--- src/rtl/mem_pkg.sv ---
// Shared definitions for the main-memory arbiter and its memory model:
// FSM state encoding, cache-line geometry and the default access latency.
package mem_pkg;

  typedef enum logic [2:0] {
    S_IDLE   = 3'd0,
    S_IFILL  = 3'd1,
    S_DWB    = 3'd2,
    S_DFILL  = 3'd3,
    S_DONE_I = 3'd4,
    S_DONE_D = 3'd5
  } state_e;

  localparam int LINE_BYTES      = 16;
  localparam int LINE_OFF_MASK   = LINE_BYTES - 1;
  localparam int MEM_LATENCY_DEF = 5;

  // A latency of 1 still needs a one-bit counter.
  function automatic int cnt_width(input int lat);
    return (lat > 1) ? $clog2(lat) : 1;
  endfunction

endpackage

--- src/rtl/mem_arbiter_if.sv ---
// Bundle of the I-miss, D-miss and memory-port signals around mem_arbiter.
// slave = the arbiter; master = the caches plus the memory they share.
interface mem_arbiter_if #(
  parameter int ADDR_W = 32,
  parameter int LINE_W = 128
);

  logic              ireq;
  logic [ADDR_W-1:0] iaddr;
  logic              iack;
  logic [LINE_W-1:0] iline;

  logic              dreq;
  logic [ADDR_W-1:0] daddr;
  logic              ddirty;
  logic [ADDR_W-1:0] dvaddr;
  logic [LINE_W-1:0] dvline;
  logic              dack;
  logic [LINE_W-1:0] dline;

  logic              mem_en;
  logic              mem_we;
  logic [ADDR_W-1:0] mem_addr;
  logic [LINE_W-1:0] mem_wline;
  logic [LINE_W-1:0] mem_rline;

  logic              busy;

  modport slave (
    input  ireq, iaddr, dreq, daddr, ddirty, dvaddr, dvline, mem_rline,
    output iack, iline, dack, dline, mem_en, mem_we, mem_addr, mem_wline, busy
  );

  modport master (
    output ireq, iaddr, dreq, daddr, ddirty, dvaddr, dvline, mem_rline,
    input  iack, iline, dack, dline, mem_en, mem_we, mem_addr, mem_wline, busy
  );

endinterface

--- src/rtl/lat_counter.sv ---
// Loadable down-counter timing one memory phase; saturates at zero.
module lat_counter #(
  parameter int W = 3
) (
  input  logic         clk,
  input  logic         reset,
  input  logic         load,
  input  logic [W-1:0] load_val,
  input  logic         en,
  output logic         zero
);

  logic [W-1:0] cnt_q;

  // NOTE: sequential state uses non-blocking assignments and an async reset
  // in the sensitivity list so it clears without waiting for a clock edge.
  always_ff @(posedge clk or posedge reset) begin
    if (reset) begin
      cnt_q <= '0;
    end else if (load) begin
      cnt_q <= load_val;
    end else if (en && (cnt_q != '0)) begin
      cnt_q <= cnt_q - W'(1);
    end
  end

  assign zero = (cnt_q == '0);

endmodule

--- src/rtl/mem_arbiter.sv ---
// Arbitrates the single main-memory line port between I-cache and D-cache
// misses; a dirty D-miss runs a write-back phase straight into its fill.
module mem_arbiter
  import mem_pkg::*;
#(
  parameter int MEM_LATENCY = MEM_LATENCY_DEF,
  parameter int ADDR_W      = 32,
  parameter int LINE_W      = 128
) (
  input  logic         clk,
  input  logic         reset,
  mem_arbiter_if.slave bus
);

  localparam int                CNT_W    = cnt_width(MEM_LATENCY);
  localparam logic [CNT_W-1:0]  CNT_LOAD = CNT_W'(MEM_LATENCY - 1);
  localparam logic [ADDR_W-1:0] OFF_MASK = ADDR_W'(LINE_OFF_MASK);

  state_e            state_q;
  logic              mem_en_q;
  logic              mem_we_q;
  logic              iack_q;
  logic              dack_q;
  logic [ADDR_W-1:0] mem_addr_q;
  logic [ADDR_W-1:0] fill_addr_q;
  logic [LINE_W-1:0] mem_wline_q;
  logic [LINE_W-1:0] iline_q;
  logic [LINE_W-1:0] dline_q;

  logic in_phase;
  logic grant;
  logic cnt_load;
  logic cnt_zero;

  function automatic logic [ADDR_W-1:0] line_of(input logic [ADDR_W-1:0] a);
    return a & ~OFF_MASK;
  endfunction

  assign in_phase = (state_q == S_IFILL) || (state_q == S_DWB) || (state_q == S_DFILL);
  assign grant    = (state_q == S_IDLE) && (bus.dreq || bus.ireq);
  // Reload at every phase start: at grant, and on the write-back to fill hand-off.
  assign cnt_load = grant || ((state_q == S_DWB) && cnt_zero);

  lat_counter #(.W(CNT_W)) u_lat_counter (
    .clk      (clk),
    .reset    (reset),
    .load     (cnt_load),
    .load_val (CNT_LOAD),
    .en       (in_phase),
    .zero     (cnt_zero)
  );

  always_ff @(posedge clk or posedge reset) begin
    if (reset) begin
      state_q     <= S_IDLE;
      mem_en_q    <= 1'b0;
      mem_we_q    <= 1'b0;
      iack_q      <= 1'b0;
      dack_q      <= 1'b0;
      mem_addr_q  <= '0;
      fill_addr_q <= '0;
      mem_wline_q <= '0;
      iline_q     <= '0;
      dline_q     <= '0;
    end else begin
      iack_q <= 1'b0;
      dack_q <= 1'b0;
      case (state_q)
        S_IDLE: begin
          // D wins: the M-stage instruction is older than the one in F.
          if (bus.dreq) begin
            mem_en_q    <= 1'b1;
            fill_addr_q <= line_of(bus.daddr);
            if (bus.ddirty) begin
              state_q     <= S_DWB;
              mem_we_q    <= 1'b1;
              mem_addr_q  <= line_of(bus.dvaddr);
              mem_wline_q <= bus.dvline;
            end else begin
              state_q    <= S_DFILL;
              mem_addr_q <= line_of(bus.daddr);
            end
          end else if (bus.ireq) begin
            state_q    <= S_IFILL;
            mem_en_q   <= 1'b1;
            mem_addr_q <= line_of(bus.iaddr);
          end
        end
        S_DWB: begin
          if (cnt_zero) begin
            state_q    <= S_DFILL;
            mem_we_q   <= 1'b0;
            mem_addr_q <= fill_addr_q;
          end
        end
        // The ack is registered, so a withdrawn request is seen in the last
        // memory cycle; DONE_x is still taken either way.
        S_IFILL: begin
          if (cnt_zero) begin
            state_q  <= S_DONE_I;
            mem_en_q <= 1'b0;
            iline_q  <= bus.mem_rline;
            iack_q   <= bus.ireq;
          end
        end
        S_DFILL: begin
          if (cnt_zero) begin
            state_q  <= S_DONE_D;
            mem_en_q <= 1'b0;
            dline_q  <= bus.mem_rline;
            dack_q   <= bus.dreq;
          end
        end
        S_DONE_I, S_DONE_D: state_q <= S_IDLE;
        default:            state_q <= S_IDLE;
      endcase
    end
  end

  assign bus.mem_en    = mem_en_q;
  assign bus.mem_we    = mem_we_q;
  assign bus.mem_addr  = mem_addr_q;
  assign bus.mem_wline = mem_wline_q;
  assign bus.iack      = iack_q;
  assign bus.iline     = iline_q;
  assign bus.dack      = dack_q;
  assign bus.dline     = dline_q;
  assign bus.busy      = (state_q != S_IDLE);

endmodule
--- src/flat_wrapper.sv ---
// flat-port wrapper written by rule: the top's interface ports become plain ports
module mem_arbiter_flat import mem_pkg::*;
#(
  parameter int MEM_LATENCY = MEM_LATENCY_DEF,
  parameter int ADDR_W      = 32,
  parameter int LINE_W      = 128
)
  (clk, reset, bus_ireq, bus_iaddr, bus_dreq, bus_daddr, bus_ddirty, bus_dvaddr, bus_dvline, bus_mem_rline, bus_iack, bus_iline, bus_dack, bus_dline, bus_mem_en, bus_mem_we, bus_mem_addr, bus_mem_wline, bus_busy);
  mem_arbiter_if #(.ADDR_W(ADDR_W), .LINE_W(LINE_W)) bus_i ();
  input  logic clk;
  input  logic reset;
  input wire logic [$bits(bus_i.ireq)-1:0] bus_ireq;
  input wire logic [$bits(bus_i.iaddr)-1:0] bus_iaddr;
  input wire logic [$bits(bus_i.dreq)-1:0] bus_dreq;
  input wire logic [$bits(bus_i.daddr)-1:0] bus_daddr;
  input wire logic [$bits(bus_i.ddirty)-1:0] bus_ddirty;
  input wire logic [$bits(bus_i.dvaddr)-1:0] bus_dvaddr;
  input wire logic [$bits(bus_i.dvline)-1:0] bus_dvline;
  input wire logic [$bits(bus_i.mem_rline)-1:0] bus_mem_rline;
  output wire logic [$bits(bus_i.iack)-1:0] bus_iack;
  output wire logic [$bits(bus_i.iline)-1:0] bus_iline;
  output wire logic [$bits(bus_i.dack)-1:0] bus_dack;
  output wire logic [$bits(bus_i.dline)-1:0] bus_dline;
  output wire logic [$bits(bus_i.mem_en)-1:0] bus_mem_en;
  output wire logic [$bits(bus_i.mem_we)-1:0] bus_mem_we;
  output wire logic [$bits(bus_i.mem_addr)-1:0] bus_mem_addr;
  output wire logic [$bits(bus_i.mem_wline)-1:0] bus_mem_wline;
  output wire logic [$bits(bus_i.busy)-1:0] bus_busy;
  assign bus_i.ireq = bus_ireq;
  assign bus_i.iaddr = bus_iaddr;
  assign bus_i.dreq = bus_dreq;
  assign bus_i.daddr = bus_daddr;
  assign bus_i.ddirty = bus_ddirty;
  assign bus_i.dvaddr = bus_dvaddr;
  assign bus_i.dvline = bus_dvline;
  assign bus_i.mem_rline = bus_mem_rline;
  assign bus_iack = bus_i.iack;
  assign bus_iline = bus_i.iline;
  assign bus_dack = bus_i.dack;
  assign bus_dline = bus_i.dline;
  assign bus_mem_en = bus_i.mem_en;
  assign bus_mem_we = bus_i.mem_we;
  assign bus_mem_addr = bus_i.mem_addr;
  assign bus_mem_wline = bus_i.mem_wline;
  assign bus_busy = bus_i.busy;
  mem_arbiter #(.MEM_LATENCY(MEM_LATENCY), .ADDR_W(ADDR_W), .LINE_W(LINE_W)) u_core (.clk(clk), .reset(reset), .bus(bus_i));
endmodule
--- config.mk ---
export PLATFORM = sky130hd
export DESIGN_NAME = mem_arbiter_flat
export DESIGN_NICKNAME = d
export VERILOG_FILES = /design/src/rtl/mem_pkg.sv /design/src/rtl/mem_arbiter_if.sv /design/src/rtl/lat_counter.sv /design/src/rtl/mem_arbiter.sv /design/src/flat_wrapper.sv
export SDC_FILE = /design/constraint.sdc
export NUM_CORES = 1
export LEC_CHECK = 0
export BUFFER_PORTS_ARGS = -buffer_cell sky130_fd_sc_hd__buf_2
export CAP_MARGIN = 40
export CELL_PAD_IN_SITES_DETAIL_PLACEMENT = 0
export CELL_PAD_IN_SITES_GLOBAL_PLACEMENT = 1
export CORE_AREA = 4 4 300 302
export CTS_CLUSTER_SIZE = 14
export DETAILED_ROUTE_END_ITERATION = 8
export DIE_AREA = 0 0 304 306
export PLACE_DENSITY_LB_ADDON = 0.1
export SETUP_SLACK_MARGIN = 0.02
export SYNTH_ARGS = -nofsm -noshare
export SYNTH_HDL_FRONTEND = slang
export SYNTH_HIERARCHICAL = 1
export SYNTH_SLANG_ARGS = --single-unit
--- constraint.sdc ---
create_clock -name clk -period 37.9 [get_ports clk]
set_clock_uncertainty 0.2 [all_clocks]
set_input_delay 5.685 -clock clk [delete_from_list [all_inputs] [get_ports clk]]
set_output_delay 5.685 -clock clk [all_outputs]
set_load 0.005 [all_outputs]
### Word-level counts from Yosys, hierarchy flattened

Index checks and enable logic that the tools add are counted.
W data, S select, Z words.

* logic and storage cells: 70
* register bits after elaboration: 454
* output and inout port bits: 421
* bits of input ports: 357

* add/sub/neg operators: 1
* equality and inequality tests: 10
* muxes and demuxes: 25
* reduce and logical (&&, ||, !) cells: 23

Operator list (number)
* $mux W32: 4
* $pmux W32 S2: 1
* $mux W3: 7
* $pmux W3 S4: 1
* $mux W1: 10
* $reduce_and A3 Y1: 3
* $ne A2 B1 Y1 const B: 4
* $reduce_and A4 Y1: 2
* $eq A3 B2 Y1 const B: 2
* $logic_not A3 Y1: 2
* $reduce_and A2 Y1: 3
* $reduce_bool A2 Y1: 3
* $reduce_bool A3 Y1: 2
* $logic_or A1 B1 Y1: 4
* $ne A2 B2 Y1 const B: 2
* $pmux W1 S2: 2
* $eq A3 B1 Y1 const B: 1
* $logic_and A1 B1 Y1: 3
* $ne A3 B3 Y1 const B: 1
* $sub A3 B1 Y3 const B: 1
* $reduce_or A2 Y1: 1

### Logic depth before layout (Yosys ltp)

* depth in word-level cells: 6
* depth in mapped cells: 8
* depth with buffers taken out: 7

### By module

The synthesis kept the hierarchy.

By module, submodules not included
* mem_arbiter: area each 18086.1 um^2, instances 1, sequential area each 11185.7 um^2, cells an instance 1142
* lat_counter: area each 193.9 um^2, instances 1, sequential area each 75.1 um^2, cells an instance 20

### Worst setup path after synthesis

OpenSTA, ideal clock, no wires.

* path type: input port to flip-flop
* from: input port bus_dreq
* to: register u_core.u_lat_counter.cnt_q[2]
* arrival time: 7.202 ns
* required time: 37.584 ns
* setup time: 0.116 ns
* cell stages on the path: 6
* path slack: 30.382 ns
* cells stage by stage: clkbuf_1 > or3_1 > and3_1 > clkbuf_1 > or4b_1 > o311ai_0

* word-level cells in the longest chain between the ends: 4

Ends and longest elaborated chain
* start: declaration: line flat_wrapper.sv:14 `input wire logic [$bits(bus_i.dreq)-1:0] bus_dreq;`
* $logic_or A1 B1 Y1 *: line mem_arbiter.sv:40 `assign grant = (state_q == S_IDLE) && (bus.dreq || bus.ireq);`
* $logic_and A1 B1 Y1 *: line mem_arbiter.sv:40
* $logic_or A1 B1 Y1 *: line mem_arbiter.sv:42 `assign cnt_load = grant || ((state_q == S_DWB) && cnt_zero);`
* via u_core.cnt_load: line mem_arbiter.sv:32 `logic cnt_load;`
* $mux W3 / $reduce_bool A2 Y1 (equally long branches)
* end signal: assignment: line lat_counter.sv:21 `cnt_q <= load_val;`
* end signal: assignment: line lat_counter.sv:23 `cnt_q <= cnt_q - W'(1);`
* end: declaration: line lat_counter.sv:13 `logic [W-1:0] cnt_q;`

The timed path passes the listed nets; every way through them passes the cells marked *.
A chain may end at the register's enable or synchronous reset.

### Final worst setup path

* from: input port bus_ddirty
* to: register u_core.mem_wline_q[94], in the netlist u_core/bus.mem_wline[94]

* word-level cells in the longest chain between the ends: 1

Ends and longest elaborated chain
* start: declaration: line flat_wrapper.sv:16 `input wire logic [$bits(bus_i.ddirty)-1:0] bus_ddirty;`
* $reduce_and A3 Y1 (no source line)
* end signal: assignment: line mem_arbiter.sv:78 `mem_wline_q <= bus.dvline;`
* end: declaration: line mem_arbiter.sv:26 `logic [LINE_W-1:0] mem_wline_q;`

Every way passes these cells.

==> summary.txt <==
Max-cap violations: 0
post-synth cell types: 35
CTS H-tree lvls: 2
Leakage: 12.1 nW
post-route ant nets: 0
nets@finish: 2,282
DRT iter0 DRCs: 416
VDD IR max: 0.0000367 V
post-CTS setup buffer count: 0
die height: 306 um
Worst setup SP type: input pin
initial antenna violation count: 22
Final Hold Viols: 0
clk buf depth: 3
Post-synth EDFFs: 0
CP endpoint kind: register
Overflow after GRT: 0
CTS buffer count: 56
area grow syn2layout: 37.3%
Place WS: 28,760 ps
PnR worst setup slack: 29,480 ps
I/O Pins: 778
first-pass GRT wire length: 98,000 um
Core Area: 87,700 um2
Yosys warning total: 6
hold-fix buffers at CTS: 0
Post-Syn Area: 18,300 um2
Fmax achieved: 0.119 GHz
root buf cell: clkbuf_16
Synth Instances: 1,162
Via Count: 12,600
Non-Filler Instances: 3,144
total die area: 93,000 um2
port bufs: 761
GRT Overall Usage: 14.0%
pin count of the biggest net entering global routing: 159
WP data required: 38,170 ps
worst-path fanout max: 46
top-area cell type share of the netlist area: 61.6%
Clock Sinks: 450
Clock transition at path regs: 60 ps
FP Rows: 109
synth top area cells: dfrtp_1, mux2_2, mux2_4
Final TNS setup: 0 ps
cells resized by post-CTS repair: 0
Final setup viols: 0
Tmin final: 8420 ps
final wirelength: 67,500 um
worst-margin pin slew: 1200 ps
status: completed
Inst Count DP: 3,030
GP Congestion: 0.746
Die W: 304 um
routed len/inst: 21.5 um
Fillers: 9,156
Primary FF master, synth: dfrtp_1
CP Data Arrival Time: 8690 ps
final worst-path cycle share: 22.2%
area leader, netlist: dfrtp_1
Hold WC Path Type: register to register
placed cell area: 23,200 um2
Vias/cell: 4.00
post-route cell area: 25,100 um2
Slew HR: 20.2%
Final Slew Violations: 0
worst skew pair latency: 600 ps
post-DP HPWL: 49,300 um
post-synthesis sequential area ratio: 61.6%
Critical Setup Path Class: input pin to register
commonest non-fill, non-tap cells in the layout: buf_2, dfrtp_1, mux2_2, mux2_4
RSZ-0062 raised after global routing: no
async set-reset flop share out of synthesis: 100%
Hold Slack: 278 ps
vias in the first global route: 13,700
final core utilization: 28.6%
drt first pass iters: 4
Starting Density: 20.8%
Total Power: 2.20 mW
TritonCTS clock tree: yes
share of cells above drive strength 1: 63.1%
FF+latch count, synth: 450
synthesized area per cell: 15.7 um2
most common cell after layout, fill and taps aside: buf_2
P per Cell Area: 87.6 nW/um2
Post-route DRC: 0
## metal layers
layer / global-route usage (%) / up-vias / wire [um]
li1: - / 5701 / -
met1: 14.8 / 6304 / 24400
met2: 25.7 / 439 / 35500
met3: 4.61 / 133 / 5020
met4: 5.39 / 10 / 2540
met5: 0 / - / 73
## power breakdown
part	total, mW	internal, mW	switching (mW)
registers	0.840	0.725	0.115
clock network	0.536	0.322	0.214
logic	0.824	0.438	0.386
## cell usage after synthesis (2+ instances only)
library cell,n
dfrtp_1,450
nand2b_1,2
or3_1,2
buf_6,5
conb_1,2
mux2i_1,29
mux2_4,100
or4b_1,3
nor2b_1,3
nor2_1,35
clkbuf_1,17
buf_2,36
mux2_2,274
buf_12,11
o21ai_0,3
buf_4,6
nor2_8,2
buf_1,6
inv_1,6
ha_1,2
nand2_1,34
mux2_1,38
a211o_1,28
a31oi_1,57
## path summary, 6_finish.rpt
path                                                      start                                   endpoint  slack (ps)  cells after the start
max                                                  bus_ddirty       u_core/bus.mem_wline[94]$_DFFE_PP0P_       29480                      7
min                        u_core/bus.mem_wline[19]$_DFFE_PP0P_       u_core/bus.mem_wline[19]$_DFFE_PP0P_         280                      1
max reg2reg                       u_core/state_q[2]$_DFFE_PP0P_       u_core/bus.mem_wline[94]$_DFFE_PP0P_       34290                      5
min reg2reg                u_core/bus.mem_wline[19]$_DFFE_PP0P_       u_core/bus.mem_wline[19]$_DFFE_PP0P_         280                      1
max in group asynchronous                                 reset           u_core/bus.dline[77]$_DFFE_PP0P_       30490                      5
min in group asynchronous                                 reset  u_core/u_lat_counter/cnt_q[2]$_DFFE_PP0P_        4820                      2
## worst max-delay path, stage by stage
cell	delay, ps
buf_2	80
buf_4	470
nand2_1	250
nor2_8	270
buf_4	700
buf_4	750
mux2_4	350
## registers in the layout (all words and copies together) (netlist names)
| name | cells |
|---|---|
| u_core/bus.dline | 128 |
| u_core/bus.iline | 128 |
| u_core/bus.mem_wline | 128 |
| u_core/bus.mem_addr | 28 |
| u_core/fill_addr_q | 28 |
| u_core/state_q | 3 |
| u_core/u_lat_counter/cnt_q | 3 |
| u_core/bus.dack | 1 |
| u_core/bus.iack | 1 |
| u_core/bus.mem_en | 1 |
| u_core/bus.mem_we | 1 |
## final cells by class
type                       instances  area (um2)  share of cell area, %
sequential                       450       11300                   44.9
clock buffer                      89        1680                   6.68
clock inverter                    13         165                  0.658
inverter                           6        30.0                  0.120
antenna                           12        30.0                  0.120
multi-input combinational        630        6440                   25.7
tap                             1165        1460                   5.81
timing repair buffer             779        4030                   16.1
## cells by family after synthesis
logic type / count (synthesis) / synth area share, %
adders and majority gates: 2 / 0.137
other: 2 / 0.0411
AOI/OAI and AO/OA: 94 / 3.63
muxes: 441 / 29.0
buffers and inverters: 87 / 3.34
and+or+nand+nor: 86 / 2.22
DFF: 450 / 61.6
Power figures use the tool's default switching activity.
